===== src/rtl/reflet_pipelined_multiplier.sv =====
// Fully pipelined WIDTH x WIDTH -> 2*WIDTH shift-and-add multiplier with valid/ready handshake.
// Each stage consumes BITS_PER_STAGE multiplier bits; the whole pipe advances or holds as one.
module reflet_pipelined_multiplier #(
    parameter int WIDTH          = 16,
    parameter int BITS_PER_STAGE = 1,
    parameter int TAG_WIDTH      = 4
) (
    input  logic                   clk,
    input  logic                   reset,
    input  logic                   in_valid,
    output logic                   in_ready,
    input  logic                   in_signed,
    input  logic [WIDTH-1:0]       in_1,
    input  logic [WIDTH-1:0]       in_2,
    input  logic [TAG_WIDTH-1:0]   in_tag,
    output logic                   out_valid,
    input  logic                   out_ready,
    output logic [2*WIDTH-1:0]     out,
    output logic [TAG_WIDTH-1:0]   out_tag
);

    localparam int STAGES = WIDTH / BITS_PER_STAGE;
    localparam int PW     = 2 * WIDTH;

    logic                 v_r   [STAGES];
    logic                 sg_r  [STAGES];
    logic [TAG_WIDTH-1:0] tag_r [STAGES];
    logic [PW-1:0]        mc_r  [STAGES];
    logic [WIDTH-1:0]     mp_r  [STAGES];
    logic [PW-1:0]        acc_r [STAGES];

    logic [PW-1:0]        mc_nx  [STAGES];
    logic [WIDTH-1:0]     mp_nx  [STAGES];
    logic [PW-1:0]        acc_nx [STAGES];

    logic                 stall;
    logic [PW-1:0]        mc_in;

    // Signed mode weights multiplier bit WIDTH-1 negatively, so its partial product is subtracted.
    function automatic void stage_step(
        input  logic [PW-1:0]    mc,
        input  logic [WIDTH-1:0] mp,
        input  logic [PW-1:0]    acc_src,
        input  logic             sg,
        input  int               k,
        output logic [PW-1:0]    mc_o,
        output logic [WIDTH-1:0] mp_o,
        output logic [PW-1:0]    acc_o
    );
        logic [PW-1:0] acc;
        acc = acc_src;
        for (int j = 0; j < BITS_PER_STAGE; j++) begin
            if (mp[j]) begin
                if (sg && (k * BITS_PER_STAGE + j == WIDTH - 1))
                    acc = acc - (mc << j);
                else
                    acc = acc + (mc << j);
            end
        end
        acc_o = acc;
        mc_o  = mc << BITS_PER_STAGE;
        mp_o  = mp >> BITS_PER_STAGE;
    endfunction

    assign stall     = v_r[STAGES-1] & ~out_ready;
    assign in_ready  = ~stall;
    assign mc_in     = in_signed ? {{WIDTH{in_1[WIDTH-1]}}, in_1} : {{WIDTH{1'b0}}, in_1};

    always_comb begin
        stage_step(mc_in, in_2, '0, in_signed, 0, mc_nx[0], mp_nx[0], acc_nx[0]);
        for (int k = 1; k < STAGES; k++) begin
            stage_step(mc_r[k-1], mp_r[k-1], acc_r[k-1], sg_r[k-1], k,
                       mc_nx[k], mp_nx[k], acc_nx[k]);
        end
    end

    always_ff @(posedge clk) begin
        if (!reset) begin
            for (int k = 0; k < STAGES; k++) begin
                v_r[k]   <= 1'b0;
                sg_r[k]  <= 1'b0;
                tag_r[k] <= '0;
                mc_r[k]  <= '0;
                mp_r[k]  <= '0;
                acc_r[k] <= '0;
            end
        end else if (!stall) begin
            v_r[0]   <= in_valid;
            sg_r[0]  <= in_signed;
            tag_r[0] <= in_tag;
            for (int k = 1; k < STAGES; k++) begin
                v_r[k]   <= v_r[k-1];
                sg_r[k]  <= sg_r[k-1];
                tag_r[k] <= tag_r[k-1];
            end
            for (int k = 0; k < STAGES; k++) begin
                mc_r[k]  <= mc_nx[k];
                mp_r[k]  <= mp_nx[k];
                acc_r[k] <= acc_nx[k];
            end
        end
    end

    assign out_valid = v_r[STAGES-1];
    assign out       = acc_r[STAGES-1];
    assign out_tag   = tag_r[STAGES-1];

endmodule


===== config.mk =====
export PLATFORM = sky130hd
export DESIGN_NAME = reflet_pipelined_multiplier
export DESIGN_NICKNAME = d
export VERILOG_FILES = /design/src/rtl/reflet_pipelined_multiplier.sv
export SDC_FILE = /design/constraint.sdc
export NUM_CORES = 2
export LEC_CHECK = 0
export CAP_MARGIN = 40
export CORE_MARGIN = 2
export CORE_UTILIZATION = 50
export CTS_CLUSTER_SIZE = 25
export DETAILED_ROUTE_END_ITERATION = 8
export PLACE_DENSITY = 0.74
export SYNTH_ARGS = -nofsm -noshare
export SYNTH_HDL_FRONTEND = slang
export SYNTH_SLANG_ARGS = --single-unit

===== constraint.sdc =====
create_clock -name clk -period 35.7 [get_ports clk]
set_clock_uncertainty 0.1 [all_clocks]
set_input_delay 10.71 -clock clk [delete_from_list [all_inputs] [get_ports clk]]
set_output_delay 10.71 -clock clk [all_outputs]
set_load 0.05 [all_outputs]

==> flow_metrics.env <==
export IMPL_firstDrtPassIters=6
export IMPL_syn_inst=4754
export IMPL_irDropWorstVdd_mv=0.0539
export IMPL_syn_num_nets=5142
export IMPL_synth_cell_types=87
export IMPL_holdBufCountCts=0
export IMPL_grt_pass1_wl_mm=166
export IMPL_first_global_vias=35500
export IMPL_yosys_warnings=0
export IMPL_final_max_slew_viol_count=0
export IMPL_synth_flop_cell="edfxtp_1"
export IMPL_cts_root_buf="clkbuf_16"
export IMPL_design_portCount=79
export IMPL_cpPeakStageDelay_ns=0.80
export IMPL_dp_cells=6031
export IMPL_hp_class="register to register"
export IMPL_overflow=0
export IMPL_antenna_found_initial=1
export IMPL_port_buffers=78
export IMPL_cap_violations=0
export IMPL_final_nets=5118
export IMPL_tightestPinTransition_ns=1.14
export IMPL_cellPowerDensity_nw_per_um2=39.3
export IMPL_worstSetupStartpoint="out_ready"
export IMPL_grt_setup_unrepaired="false"
export IMPL_synth_area_um2=54200
export IMPL_die_w_um=333
export IMPL_drc=0
export IMPL_path_cells="clkdlybuf4s50_1 -> nor2b_2 -> buf_4 -> inv_8 -> clkdlybuf4s50_1"
export IMPL_syn_avg_cell_area_um2=11.4
export IMPL_core_area_um2=107000
export IMPL_hpwl_mm=67.0
export IMPL_yosysTopAreaCell="edfxtp_1"
export IMPL_p_leak_nw=26.4
export IMPL_antenna_left=0
export IMPL_vias=35000
export IMPL_cts_tree="done"
export IMPL_layout_drive_gt1_share_pct=4.98
export IMPL_min_period_over_period_pct=64.9
export IMPL_die_h_um=333
export IMPL_post_drt_wl_per_cell_um=16.0
export IMPL_reg2reg_setup_slack_ns=30.65
export IMPL_max_slew_margin_pct=23.8
export IMPL_max_freq_mhz=43.1
export IMPL_grt_max_degree=227
export IMPL_crit_end="in_ready"
export IMPL_via_per_inst=5.64
export IMPL_fin_tns_setup_ns=0
export IMPL_fin_crit_ns=23.18
export IMPL_critPathKind="input pin to primary output"
export IMPL_rr_worst_depth=10
export IMPL_path_clk_slew_ns=0.06
export IMPL_endpoint_kind="primary output"
export IMPL_cts_setup_buffers=0
export IMPL_critPathLaunchType="input pin"
export IMPL_r2r_start="v_r[15]"
export IMPL_cts_resized=0
export IMPL_detail_route_iter0_violations=2345
export IMPL_die_area_um2=111000
export IMPL_yosysTopAreaCellShare_pct=52.6
export IMPL_grtUsageTotal_pct=17.8
export IMPL_setup_viol=0
export IMPL_cp_common_cell="clkdlybuf4s50_1"
export IMPL_r2r_end="acc_r[0][44]"
export IMPL_cts_made_buffers=100
export IMPL_async_reset_ff_share_pct=0
export IMPL_yosysSeqAreaShare_pct=53.3
export IMPL_status="completed"
export IMPL_cts_buffer_depth=3
export IMPL_crit_slowest_cell="clkdlybuf4s50_1"
export IMPL_synth_area_leaders="edfxtp_1 (53%), ha_1 (7.7%), and3_1 (4.4%)"
export IMPL_clock_latency_ns=0.67
export IMPL_synth_edf_count=949
export IMPL_cts_sinks=967
export IMPL_num_rows=120
export IMPL_final_hold_viol_count=0
export IMPL_worst_path_max_fanout=21
export IMPL_crit_arrival_ns=12.37
export IMPL_layout_cells_non_filler=6208
export IMPL_start_util_pct=50.5
export IMPL_critPathRequiredTime_ns=24.89
export IMPL_syn_to_final_growth_pct=9.61
export IMPL_routed_wirelength_mm=99.4
export IMPL_cts_max_level=3
export IMPL_place_gp_congestion=0.900
export IMPL_synth_seq_cells=967
Yosys cell counts, drive strengths merged (33+ instances only):
master,number
edfxtp,949
nor2,439
and3,380
ha,333
a21oi,275
and2,246
mux2i,233
nand2,207
clkbuf,189
xnor2,185
o21ai,154
a21o,135
inv,112
nand3,85
xor2,84
nor3,67
buf,64
nor2b,60
a211oi,50
a31oi,49
nand2b,46
o21bai,34
nand3b,33
nand4,33
worst min path at each step:
stage                     startpoint      end  slack, ns  cells after the start
after floorplan              sg_r[8]  sg_r[8]       0.33                      2
after global placement       sg_r[2]  sg_r[2]       0.34                      2
after detailed placement      v_r[1]   v_r[1]       0.35                      2
after CTS                    sg_r[3]  sg_r[3]       0.35                      2
after global routing          v_r[1]   v_r[1]       0.36                      2
final                        sg_r[3]  sg_r[3]       0.35                      2
flip-flops by register name, indices dropped and copies added, names as in the netlist:
| register | flops |
|---|---|
| sg_r | 15 |
| tag_r | 64 |
| mc_r | 255 |
| mp_r | 120 |
| v_r | 16 |
| acc_r | 497 |
placed cells by master (no fill, tap or decap), types with 143 or more instances in the layout:
cell      netlist  final
ha_1          333    333
nor2_1        439    438
and2_1        246    246
a21oi_1       272    272
mux2i_1       233    233
and3_1        380    380
xnor2_1       185    185
o21ai_0       143    143
edfxtp_1      949    949
nand2_1       207    205
cells by family after synthesis:
group	count (synthesis)	share of synthesized area [%]
compound gates	884	10.6
buf+inv	366	2.80
flops	967	53.3
mux	242	4.49
xor+xnor	269	4.35
simple gates	1679	16.3
fa+ha+maj	347	8.21
layer usage:
metal	global-route usage [%]	part of all wire (%)	vias to the layer above
li1	-	-	17600
met1	19.5	40	16600
met2	34.1	54	601
met3	2.52	3.2	263
met4	7.03	3.5	0
met5	0	0	-
power breakdown:
group | internal (mW) | switching, mW | total, mW
Combinational | 0.0275 | 0.0439 | 0.0715
Sequential | 1.24 | 0.00685 | 1.25
Clock | 0.588 | 0.423 | 1.01
cell type report:
cell class / count / area, um2
antenna: 1 / 2.50
clock buffer: 119 / 2590
clock inverter: 57 / 562
fill: 8657 / 47800
inverter: 113 / 432
multi-input combinational: 3421 / 23800
sequential: 967 / 28900
tap: 1403 / 1760
timing repair buffer: 127 / 1350
stage by stage:
| stage | util, % | area (um2) | power [mW] | hold slack [ns] | worst slack, ns |
|---|---|---|---|---|---|
| 6_report | 55.4 | 59400 | 2.33 | 0.349 | 12.52 |
| 5_1_grt | 55.4 | 59400 | 2.41 | 0.359 | 12.48 |
| 4_1_cts | 55.4 | 59400 | 2.36 | 0.353 | 12.51 |
| 3_5_place_dp | 52.4 | 56200 | 1.35 | 0.346 | 12.51 |
| 3_3_place_gp | 52.2 | 56000 | 1.34 | 0.341 | 12.52 |
| 2_1_floorplan | - | 54200 | 1.32 | 0.328 | 2.28 |
worst max-delay path: cells and delay by family:
family | cells | cell delay (ns)
buf+inv | 4 | 1.60
simple gates | 1 | 0.05
Note: power is estimated with default switching activity, not from simulation.
